**config.mk**
```make
export PLATFORM = sky130hd
export DESIGN_NAME = initfc_dllp_tx
export DESIGN_NICKNAME = d
export VERILOG_FILES = /design/src/rtl/initfc_dllp_tx.sv
export SDC_FILE = /design/constraint.sdc
export NUM_CORES = 1
export LEC_CHECK = 0
export CORE_MARGIN = 4
export CORE_UTILIZATION = 36
export CTS_CLUSTER_DIAMETER = 200
export DETAILED_ROUTE_END_ITERATION = 6
export DONT_BUFFER_PORTS = 1
export PLACE_DENSITY = 0.49
export SYNTH_ARGS = -nofsm -noshare
export SYNTH_HDL_FRONTEND = slang
export SYNTH_SLANG_ARGS = --single-unit
```
**constraint.sdc**
```tcl
create_clock -name clk -period 2.82 [get_ports clk]
set_input_delay 0.705 -clock clk [delete_from_list [all_inputs] [get_ports clk]]
set_output_delay 0.705 -clock clk [all_outputs]
set_load 0.02 [all_outputs]
```
**src/rtl/initfc_dllp_tx.sv**
```systemverilog
// Transmit-side InitFC1/InitFC2 sequencer for one virtual channel: offers P/NP/Cpl
// InitFC DLLPs to the arbiter, tracks FI1/FI2 and reports FC-init completion.
module initfc_dllp_tx #(
    parameter logic [2:0]  VC            = 3'd0,
    parameter logic [1:0]  HDR_SCALE     = 2'b00,
    parameter logic [1:0]  DATA_SCALE    = 2'b00,
    parameter int unsigned RESEND_CYCLES = 1024
) (
    input  logic        clk,
    input  logic        rst_n,
    input  logic        link_up,
    input  logic [7:0]  p_hdr_fc,
    input  logic [7:0]  np_hdr_fc,
    input  logic [7:0]  cpl_hdr_fc,
    input  logic [11:0] p_data_fc,
    input  logic [11:0] np_data_fc,
    input  logic [11:0] cpl_data_fc,
    output logic        dllp_valid,
    input  logic        dllp_ready,
    output logic [31:0] dllp_data,
    input  logic        rx_initfc_valid,
    input  logic        rx_initfc_phase,
    input  logic [1:0]  rx_initfc_type,
    input  logic [2:0]  rx_initfc_vc,
    input  logic        rx_updatefc_valid,
    output logic        fi1_done,
    output logic        fc_init_done
);
    localparam int unsigned   CW       = (RESEND_CYCLES > 1) ? $clog2(RESEND_CYCLES) : 1;
    localparam logic [CW-1:0] CNT_LOAD = CW'(RESEND_CYCLES - 1);

    typedef enum logic [2:0] {
        S_IDLE,
        S_INIT1_SEND,
        S_INIT1_WAIT,
        S_INIT2_SEND,
        S_INIT2_WAIT,
        S_DONE
    } state_e;

    state_e        state_q, state_d;
    logic [1:0]    idx_q, idx_d;
    logic [CW-1:0] cnt_q, cnt_d;
    logic [2:0]    flags_q, flags_d, flags_nx, rx_bit;
    logic          fi2_q, fi2_d, fi2_nx;
    logic          fi1_done_q, done_q, done_d;
    logic          valid_q, valid_d;
    logic [31:0]   data_q, data_d;
    logic [7:0]    p_hdr_q, np_hdr_q, cpl_hdr_q;
    logic [11:0]   p_data_q, np_data_q, cpl_data_q;
    logic          capture, load, clr, ld_phase, send_phase;
    logic [1:0]    ld_idx;
    logic [7:0]    ld_hdr;
    logic [11:0]   ld_dat;
    logic          rx_hit, accept, fi1_all, exit_ok;

    function automatic logic [31:0] fc_word(input logic [1:0] idx, input logic phase,
                                            input logic [7:0] hdr, input logic [11:0] dat);
        logic [2:0] t;
        case (idx)
            2'd0:    t = 3'b100;
            2'd1:    t = 3'b110;
            default: t = 3'b111;
        endcase
        return {t, phase, VC, HDR_SCALE, DATA_SCALE, hdr, 1'b0, dat};
    endfunction

    always_comb begin
        case (rx_initfc_type)
            2'b00:   rx_bit = 3'b001;
            2'b10:   rx_bit = 3'b010;
            2'b11:   rx_bit = 3'b100;
            default: rx_bit = 3'b000;
        endcase
    end

    // Flag updates from this cycle count toward exit decisions taken at this edge.
    assign rx_hit   = rx_initfc_valid && (rx_initfc_vc == VC) && (rx_initfc_type != 2'b01);
    assign flags_nx = flags_q | (rx_hit ? rx_bit : 3'b000);
    assign fi2_nx   = fi2_q | (rx_hit && rx_initfc_phase) | rx_updatefc_valid;
    assign fi1_all  = &flags_nx;
    assign accept   = valid_q && dllp_ready;

    always_comb begin
        state_d    = state_q;
        idx_d      = idx_q;
        cnt_d      = cnt_q;
        valid_d    = valid_q;
        flags_d    = flags_nx;
        fi2_d      = fi2_nx;
        capture    = 1'b0;
        load       = 1'b0;
        clr        = 1'b0;
        ld_idx     = idx_q;
        ld_phase   = 1'b0;
        send_phase = (state_q == S_INIT2_SEND);
        exit_ok    = (state_q == S_INIT1_SEND || state_q == S_INIT1_WAIT) ? fi1_all : fi2_nx;
        if (!link_up) begin
            state_d = S_IDLE;
            idx_d   = '0;
            cnt_d   = '0;
            flags_d = '0;
            fi2_d   = 1'b0;
            valid_d = 1'b0;
            clr     = 1'b1;
        end else begin
            case (state_q)
                S_IDLE: begin
                    state_d = S_INIT1_SEND;
                    capture = 1'b1;
                end
                S_INIT1_SEND, S_INIT2_SEND: begin
                    if (!valid_q) begin
                        load     = 1'b1;
                        ld_phase = send_phase;
                        valid_d  = 1'b1;
                    end else if (accept) begin
                        if (idx_q != 2'd2) begin
                            idx_d    = idx_q + 2'd1;
                            load     = 1'b1;
                            ld_idx   = idx_q + 2'd1;
                            ld_phase = send_phase;
                        end else begin
                            idx_d = '0;
                            if (exit_ok && !send_phase) begin
                                state_d  = S_INIT2_SEND;
                                load     = 1'b1;
                                ld_idx   = 2'd0;
                                ld_phase = 1'b1;
                            end else if (exit_ok) begin
                                state_d = S_DONE;
                                valid_d = 1'b0;
                            end else begin
                                state_d = send_phase ? S_INIT2_WAIT : S_INIT1_WAIT;
                                valid_d = 1'b0;
                                cnt_d   = CNT_LOAD;
                            end
                        end
                    end
                end
                S_INIT1_WAIT, S_INIT2_WAIT: begin
                    if (exit_ok && state_q == S_INIT1_WAIT) begin
                        state_d  = S_INIT2_SEND;
                        load     = 1'b1;
                        ld_idx   = 2'd0;
                        ld_phase = 1'b1;
                        valid_d  = 1'b1;
                        cnt_d    = '0;
                    end else if (exit_ok) begin
                        state_d = S_DONE;
                        cnt_d   = '0;
                    end else if (cnt_q == '0) begin
                        state_d  = (state_q == S_INIT1_WAIT) ? S_INIT1_SEND : S_INIT2_SEND;
                        load     = 1'b1;
                        ld_idx   = 2'd0;
                        ld_phase = (state_q == S_INIT2_WAIT);
                        valid_d  = 1'b1;
                    end else begin
                        cnt_d = cnt_q - 1'b1;
                    end
                end
                S_DONE: valid_d = 1'b0;
                default: state_d = S_IDLE;
            endcase
        end
        done_d = (state_d == S_DONE);
    end

    always_comb begin
        case (ld_idx)
            2'd0: begin ld_hdr = p_hdr_q;   ld_dat = p_data_q;   end
            2'd1: begin ld_hdr = np_hdr_q;  ld_dat = np_data_q;  end
            default: begin ld_hdr = cpl_hdr_q; ld_dat = cpl_data_q; end
        endcase
        data_d = data_q;
        if (clr) begin
            data_d = '0;
        end else if (load) begin
            data_d = fc_word(ld_idx, ld_phase, ld_hdr, ld_dat);
        end
    end

    always_ff @(posedge clk or negedge rst_n) begin
        if (!rst_n) begin
            state_q    <= S_IDLE;
            idx_q      <= '0;
            cnt_q      <= '0;
            flags_q    <= '0;
            fi2_q      <= 1'b0;
            fi1_done_q <= 1'b0;
            done_q     <= 1'b0;
            valid_q    <= 1'b0;
            data_q     <= '0;
            p_hdr_q    <= '0;
            np_hdr_q   <= '0;
            cpl_hdr_q  <= '0;
            p_data_q   <= '0;
            np_data_q  <= '0;
            cpl_data_q <= '0;
        end else begin
            state_q    <= state_d;
            idx_q      <= idx_d;
            cnt_q      <= cnt_d;
            flags_q    <= flags_d;
            fi2_q      <= fi2_d;
            fi1_done_q <= &flags_d;
            done_q     <= done_d;
            valid_q    <= valid_d;
            data_q     <= data_d;
            if (capture) begin
                p_hdr_q    <= p_hdr_fc;
                np_hdr_q   <= np_hdr_fc;
                cpl_hdr_q  <= cpl_hdr_fc;
                p_data_q   <= p_data_fc;
                np_data_q  <= np_data_fc;
                cpl_data_q <= cpl_data_fc;
            end
        end
    end

    assign dllp_valid   = valid_q;
    assign dllp_data    = data_q;
    assign fi1_done     = fi1_done_q;
    assign fc_init_done = done_q;
endmodule

```
# Word level (Yosys, flattened, before mapping)
# Cells that the tools add are included.
[word_totals] register_bits=114 output_inout_bits=35
[op_classes] n_addsub=2 n_eq_ne=25 muxes=71 bitwise_logic=3 n_reduce_logical=20
[op_table] op="10-bit 2-to-1 mux" n=9
[op_table] op="32-bit 2-to-1 mux" n=2
[op_table] op="3-bit 2-to-1 mux" n=12
[op_table] op="2-bit 2-to-1 mux" n=14
[op_table] op="1-bit 2-to-1 mux" n=24
[op_table] op="12-bit one-hot mux with 2 select lines" n=1
[op_table] op="10-bit one-hot mux with 2 select lines" n=1
[op_table] op="8-bit one-hot mux with 2 select lines" n=1
[op_table] op="3-bit != test (second input constant)" n=5
[op_table] op="3-bit one-hot mux with 4 select lines" n=1
[op_table] op="3-bit AND reduction" n=4
[op_table] op="10-bit zero test" n=1
[op_table] op="2-bit by 1-bit != test with 1-bit output (second input constant)" n=5
[op_table] op="10-bit by 1-bit subtractor with 10-bit output (second input constant)" n=1
[op_table] op="3-bit equality test (second input constant)" n=3
[op_table] op="3-bit one-hot mux with 3 select lines" n=1
[op_table] op="4-bit != test (second input constant)" n=2
[op_table] op="2-bit one-hot mux with 2 select lines" n=2
[op_table] op="7-bit AND reduction" n=1
[op_table] op="3-bit by 2-bit equality test with 1-bit output (second input constant)" n=2
[op_table] op="1-bit logical AND" n=6
[op_table] op="3-bit zero test" n=2
[op_table] op="5-bit != test (second input constant)" n=1
[op_table] op="2-bit equality test (second input constant)" n=2
[op_table] op="14 further kinds" n=18

# Depth between registers and ports, before layout
# Gate-level depths: netlist of the first run.
[logic_depth] word_depth=18 ltp_mapped=11 mapped_depth_nobuf=9

# Worst setup path after synthesis of the first run
# No wires, ideal clock.
[synth_path] path_kind="input-to-reg" from="input port rx_initfc_vc[1]" to="register cnt_q[7]" setup_ns=0.120 arrival_time_ns=2.584 setup_slack_ns=0.116 stages=8 cell_sequence="or4b_4 o41ai_4 nor3b_2 o21bai_4 o2bb2ai_4 buf_6 o21ai_1 a31o_1"
[synth_between] elab_chain_len=11
[synth_rtl] item="start: declaration" line_no="24" text="input logic [2:0] rx_initfc_vc,"
[synth_rtl] item="3-bit zero test *" line_no="78" text="assign rx_hit = rx_initfc_valid && (rx_initfc_vc == VC) && (rx_initfc_type != 2'b01);"
[synth_rtl] item="1-bit logical AND * (2 in series)" line_no="78"
[synth_rtl] item="3-bit 2-to-1 mux or 1-bit logical AND (tied branches)" line_no="79, 80"
[synth_rtl] item="3-bit bitwise OR or 1-bit bitwise OR (tied branches)" line_no="79, 80"
[synth_rtl] item="3-bit AND reduction or 1-bit bitwise OR (tied branches)" line_no="81, 80"
[synth_rtl] item="1-bit 2-to-1 mux *" line_no="97" text="exit_ok = (state_q == S_INIT1_SEND || state_q == S_INIT1_WAIT) ? fi1_all : fi2_nx;"
[synth_rtl] item="10-bit 2-to-1 mux or 1-bit logical AND (tied branches)" line_no="149, 142"
[synth_rtl] item="10-bit 2-to-1 mux" line_no="142" text="if (exit_ok && state_q == S_INIT1_WAIT) begin"
[synth_rtl] item="10-bit one-hot mux with 2 select lines" line_no="107" text="case (state_q)"
[synth_rtl] item="10-bit 2-to-1 mux" line_no="98" text="if (!link_up) begin"
[synth_rtl] item="end signal: assignment" line_no="203" text="cnt_q <= cnt_d;"
[synth_rtl] item="end: declaration" line_no="43" text="logic [CW-1:0] cnt_q, cnt_d;"
# Every way passes the cells marked *; elsewhere a longest branch is shown, timed or not.
# A chain may end at the register's enable or synchronous reset.

# Final worst setup path of the first run
[layout_path] from="input port rx_initfc_vc[1]" to="register data_q[2] (netlist: dllp_data[2])"
[layout_between] elab_chain_len=18
[layout_rtl] item="3-bit zero test *" line_no="78"
[layout_rtl] item="1-bit logical AND * (2 in series)" line_no="78"
[layout_rtl] item="3-bit 2-to-1 mux or 1-bit logical AND (tied branches)" line_no="79, 80"
[layout_rtl] item="3-bit bitwise OR or 1-bit bitwise OR (tied branches)" line_no="79, 80"
[layout_rtl] item="3-bit AND reduction or 1-bit bitwise OR (tied branches)" line_no="81, 80"
[layout_rtl] item="1-bit 2-to-1 mux *" line_no="97"
[layout_rtl] item="1-bit logical AND" line_no="125" text="if (exit_ok && !send_phase) begin"
[layout_rtl] item="2-bit 2-to-1 mux" line_no="125"
[layout_rtl] item="2-bit 2-to-1 mux" line_no="118" text="if (idx_q != 2'd2) begin"
[layout_rtl] item="2-bit 2-to-1 mux" line_no="117" text="end else if (accept) begin"
[layout_rtl] item="2-bit 2-to-1 mux" line_no="113" text="if (!valid_q) begin"
[layout_rtl] item="2-bit one-hot mux with 2 select lines" line_no="107"
[layout_rtl] item="2-bit 2-to-1 mux" line_no="98"
[layout_rtl] item="2-bit by 1-bit equality test with 1-bit output or 2-bit zero test (tied branches)" line_no="170" text="case (ld_idx)"
[layout_rtl] item="12-bit one-hot mux with 2 select lines" line_no="170"
[layout_rtl] item="32-bit 2-to-1 mux" line_no="178" text="end else if (load) begin"
[layout_rtl] item="32-bit 2-to-1 mux" line_no="176" text="if (clr) begin"
[layout_rtl] item="end signal: assignment" line_no="209" text="data_q <= data_d;"
[layout_rtl] item="end: declaration" line_no="48" text="logic [31:0] data_q, data_d;"
# Every way passes the cells marked *; elsewhere a longest branch is shown, timed or not. The select of a mux whose other input is x is not followed.

==> results of run 1 <==
power breakdown:
part           switching, mW  internal (mW)  total, mW
logic                  0.198          0.188      0.386
clock network          0.575          0.606       1.18
registers              0.124           1.67       1.80
total                  0.897           2.47       3.37
stage by stage:
| step | cells | TNS, ps | hold slack, ps |
|---|---|---|---|
| after global placement | 652 | -445 | 416 |
| after global routing | 668 | 0 | 28.2 |
| after CTS | 668 | 0 | 31.2 |
| final | 668 | 0 | 45.8 |
| after floorplan | 481 | 0 | 409 |
| after detailed placement | 652 | -948 | 415 |
placed cells by master (no fill, tap or decap), types with 4 or more instances in the layout:
cell type    n
dfrtp_1    106
nand2_1     53
mux2_2      40
o21ai_0     33
nor2_1      32
inv_1       28
mux2i_1     23
buf_4       23
o221ai_2    20
a21oi_1     10
clkbuf_16    9
o21ai_1      8
conb_1       8
and3_1       7
nand2b_1     6
a31o_1       6
buf_12       5
nor3_1       4
nand3_1      4
o211ai_1     4
a31oi_1      4
area by class of cell:
| type | count | area, sq um |
|---|---|---|
| clock buffer | 11 | 233 |
| multi-input combinational | 310 | 2330 |
| inverter | 28 | 105 |
| tap | 180 | 225 |
| clock inverter | 5 | 40.0 |
| sequential | 106 | 2650 |
| timing repair buffer | 28 | 273 |
| fill | 1373 | 8230 |
registers in the layout (all words and copies together), names as in the netlist:
name	count
dllp_data	24
cpl_data_q	12
np_data_q	12
p_data_q	12
cnt_q	10
cpl_hdr_q	8
np_hdr_q	8
p_hdr_q	8
flags_q	3
state_q	3
idx_q	2
dllp_valid	1
fc_init_done	1
fi1_done	1
fi2_q	1
layer usage:
layer	share of wire [%]	track usage, %	vias to the layer above
li1	-	-	1692
met1	42	19.1	1776
met2	48	23.3	102
met3	8.3	6.43	17
met4	1.3	4.51	6
met5	0.38	0	-
worst max path at each step:
| stage | endpoint | from | slack, ps |
|---|---|---|---|
| finish | dllp_data[2] | rx_initfc_vc[1] | 300 |
| CTS | dllp_data[2] | rx_initfc_vc[1] | 310 |
| detailed placement | dllp_data[16] | rx_initfc_vc[1] | -60 |
| global placement | dllp_data[3] | rx_initfc_vc[1] | -30 |
| floorplan | cnt_q[7] | rx_initfc_vc[1] | 120 |
| global route | dllp_data[6] | rx_initfc_valid | 180 |
logic make-up (layout without fill, tap and decap cells):
group                    count (synthesis)  in the layout  synth area share [%]
AO/OA/AOI/OAI                          110            110                  18.3
multiplexers                            63             63                  12.9
other                                    1              8                0.0713
AND/OR/NAND/NOR                        126            126                  11.6
buffers and inverters                   65             72                  6.07
adder cells (fa/ha/maj)                  1              1                 0.238
XOR/XNOR                                 2              2                 0.333
flip-flops                             106            106                  50.5
==> results.cfg, run 1 <==
[timing]
rsz0062_at_grt = false
worstMarginPinSlew_ps = 809
max_freq_ghz = 0.397
finalHoldViolCount = 0
finalCritPeriodShare_pct = 89.2
maxSlewHeadroom_pct = 45.7
setup_violations = 0
skew_ps = 8.35
slew_viol_final = 0
worst_slack_ps = 304
min_period_ps = 2520

[synthesis]
synthTopCellsByArea = dfrtp_1, mux2_2, o221ai_2
yosys_warnings = 0
yosysTopAreaCell = dfrtp_1
yosysSeqAreaShare_pct = 50.5
synth_common_cells = dfrtp_1, nand2_1, mux2_2
syn_inst = 474
synth_edf_count = 0
synth-seq-cells = 106
syn_avg_cell_area_sq_um = 11.1
yosysMostFrequentCell = dfrtp_1
synthFlopType = dfrtp_1
synth_area_sq_um = 5260
ys_types = 60
synth_top_area_share_pct = 50.5
async_reset_ff_share_pct = 100

[detailed_routing]
remaining_drc_errors = 0
avgViaCountPerCell = 5.38
route.antenna.remaining_nets = 0
num_vias = 3593
drtPass1Iterations = 4
drtIter0Drc = 239
postRouteWirelength_mm = 12.1
wl_per_cell_um = 18.1

[worst_setup_path]
cp_max_fo = 15
crit_type = in -> reg
cpLargestDelayFamily = compound AO/OA/AOI/OAI gates
reg2reg_slack_ps = 430
cp-start-kind = input port
r2r_cells = 10
arrival_ps = 2750
reg2reg_to = dllp_data[2]
slowest_delay_ps = 560
worst-path-buf-inv = 2
cpMaxStageDelayCell = or4b_4
crit_cells = 9
cp_cell_sequence = or4b_4 -> o41ai_4 -> buf_4 -> o21ai_2 -> a31oi_4 -> o221ai_4 -> buf_12 -> mux2i_1 -> o221ai_2
crit_required_ps = 3050
r2r-start = cnt_q[0]
crit_path_end_kind = flip-flop

[clock_network]
clock-sinks = 106
cts_root_buf = clkbuf_16
cts_htree_levels = 3
post_cts.repair.setup_buffers = 0
path_clk_slew_ps = 70
clkLatencyLatePin_ps = 350
cts_buffers = 9
cts_tree = done
cts_resized = 0
cts-hold-fix-buffers = 0
cts_max_path_buffers = 2

[floorplan]
ios = 107
start_util_pct = 37.3
fp.dieH_um = 129
die_x_um = 129
coreArea_sq_um = 14100
fp-row-count = 43
die_area_sq_um = 16600

[global_routing]
antenna_found_initial = 3
grt_max_degree = 107
grt.total_usage_pct = 15.0
grt_pass1_vias = 3648
grt_pass1_wl_mm = 19.6
gr-total-overflow = 0

[power_and_ir_drop]
p_leak_nw = 2.47
power_mw = 3.37
peakVddDrop_mv = 0.278
p_per_area_nw_per_um2 = 574

[placement]
dp_hpwl_mm = 8.20
io_buffers = 0
gp_congestion = 0.815
place_area_sq_um = 5590
dp_slack_ps = -63.4

[final_layout]
finish.net_count = 556
drive_above_1_share_pct = 24.4
fin_util_pct = 41.6
synthToLayoutAreaGrowth_pct = 11.5
design_area_sq_um = 5860
n_antenna_cell = 0

[run_status]
status = complete, no violations

[flow_run]
drv_cap = 0

[hold_path]
hp-class = in -> async
No activity file was read; power rests on OpenSTA's default activity.
==> inputs of run 2 (changes only) <==
--- a/config.mk
+++ b/config.mk
@@ -11,6 +11,7 @@
 export DETAILED_ROUTE_END_ITERATION = 6
 export DONT_BUFFER_PORTS = 1
 export PLACE_DENSITY = 0.49
+export SETUP_SLACK_MARGIN = 0.5
 export SYNTH_ARGS = -nofsm -noshare
 export SYNTH_HDL_FRONTEND = slang
 export SYNTH_SLANG_ARGS = --single-unit
==> run 2 against run 1 <==
Sequential share of layout area down 1.9 points. Die area unchanged. Worst setup slack better by 2.9 ps. Cell count up 1.5%. Sequential cell count unchanged. Sequential power about the same. Global-route usage up 0.73 points. Largest power group unchanged.
==> results.cfg, run 2 (synthesis gave the netlist of run 1 again) <==
[hold_path]
hp-class = in -> async

[final_layout]
fin_util_pct = 43.4
synthToLayoutAreaGrowth_pct = 16.5
final-seq-area_sq_um = 2650
multi_input_area_sq_um = 2470
fin_cells = 678
design_area_sq_um = 6120
largest_register_ffs = 24
finish.net_count = 565
drive_above_1_share_pct = 29.2
mostFrequentLayoutCell = dfrtp_1
mostFrequentLayoutCells = dfrtp_1, nand2_1, mux2_2, o21ai_0, nor2_1
nFillCells = 1330

[timing]
min_period_ps = 2510
finalHoldViolCount = 0
fin_setup_tns_ps = 0
maxSlewHeadroom_pct = 60.5
slew_viol_final = 0
rsz0062_at_grt = true
skew_ps = 7.15
worstMarginPinSlew_ps = 592
setup_violations = 0
finalCritPeriodShare_pct = 89.1
worst_slack_ps = 307
holdWs_ps = 49.6
max_freq_ghz = 0.398

[detailed_routing]
postRouteWirelength_mm = 12.7
drtIter0Drc = 281
avgViaCountPerCell = 5.42
drtPass1Iterations = 4
num_vias = 3673
route.antenna.remaining_nets = 0
wl_per_cell_um = 18.8
remaining_drc_errors = 0

[worst_setup_path]
reg2reg_to = dllp_data[28]
cp_cell_sequence = or4b_4 -> o41ai_4 -> buf_4 -> o21ai_4 -> a31oi_4 -> o221ai_4 -> buf_12 -> mux2i_2 -> o221ai_2
cp_max_fo = 15
arrival_ps = 2740
crit_type = in -> reg
reg2reg_slack_ps = 410
cp-start-kind = input port
crit_path_end_kind = flip-flop
cp-startpoint = rx_initfc_vc[1]
cp-endpoint = dllp_data[19]
crit_required_ps = 3050
r2r_cells = 9
r2r-start = state_q[1]
slowest_delay_ps = 560
cpMaxStageDelayCell = or4b_4

[clock_network]
cts-hold-fix-buffers = 0
path_clk_slew_ps = 70
cts_buffers = 9
cts_tree = done
cts_htree_levels = 3
cts_root_buf = clkbuf_16
cts_max_path_buffers = 2
clkLatencyLatePin_ps = 350
clock-sinks = 106

[placement]
place_area_sq_um = 5590
gp_congestion = 0.852
dp_hpwl_mm = 8.45
io_buffers = 0
dp_slack_ps = -140
placed_cells = 649

[global_routing]
grt_pass1_vias = 3740
use_met1_pct = 20.9
gr-total-overflow = 0
use_met3_pct = 4.86
use_met2_pct = 24.6
grt_max_degree = 107
grt_pass1_wl_mm = 20.5
grt.total_usage_pct = 15.7
antenna_found_initial = 3
grt.busiest_layer = met2

[run_status]
status = complete, no violations

[floorplan]
die_x_um = 129
die_area_sq_um = 16600
start_util_pct = 37.3
coreArea_sq_um = 14100
fp-row-count = 43
fp.dieH_um = 129
ios = 107

[power_and_ir_drop]
p_per_area_nw_per_um2 = 570
peakVddDrop_mv = 0.341
power_mw = 3.49
p_leak_nw = 2.57

[flow_run]
drv_cap = 0
==> run 2: cell types whose count changed in the layout (fill, tap and decap cells not counted), moves of 2 or more <==
cell / delta
mux2i_4: +2
mux2i_2: +11
buf_12: +2
mux2i_1: -13
buf_4: +2
buf_6: +2
clkinvlp_4: -2
clkinv_4: +2
==> run 2: worst min-delay path by stage <==
stage,startpoint,to,slack [ps],cells after the start
finish,rst_n,cnt_q[4],50,0
global route,rst_n,fi1_done,30,0
CTS,rst_n,cnt_q[5],30,0
detailed placement,rst_n,flags_q[2],410,0
global placement,rst_n,flags_q[2],420,0
floorplan,rst_n,cnt_q[0],410,0
==> run 2: timing repair <==
| action | 4_1_cts | 5_1_grt |
|---|---|---|
| pin swaps | 10 | 8 |
| gates resized for setup | 7 | 14 |
| cloned | 2 | 1 |
| setup endpoints to repair | 36 | 38 |
| setup buffers | 7 | 2 |
==> run 2: critical path: cells and delay by family <==
kind	cells	cell delay (ps)
AOI/OAI and AO/OA	5	870
muxes	1	190
and+or+nand+nor	1	560
buffers and inverters	2	390
==> run 2: report_power, final <==
part	internal [mW]	switching [mW]	total [mW]	leakage, nW
Sequential	1.67	0.141	1.82	1.34
Combinational	0.225	0.212	0.437	1.09
Clock	0.639	0.598	1.24	0.142
Total	2.54	0.951	3.49	2.57
==> run 2: final cells by class <==
cell class | instances | share of cell area [%]
multi-input cells | 312 | 40.4
clock buffers | 11 | 3.96
repair buffers | 35 | 6.13
flip-flops and latches | 106 | 43.3
diodes | 1 | 0.0409
inverters | 28 | 1.72
well taps | 180 | 3.68
clock inverters | 5 | 0.756
==> run 2: layer usage <==
metal,wire (um),share of wire (%)
met2,6070,48
met3,850,6.7
met5,32,0.25
met4,210,1.6
met1,5570,44
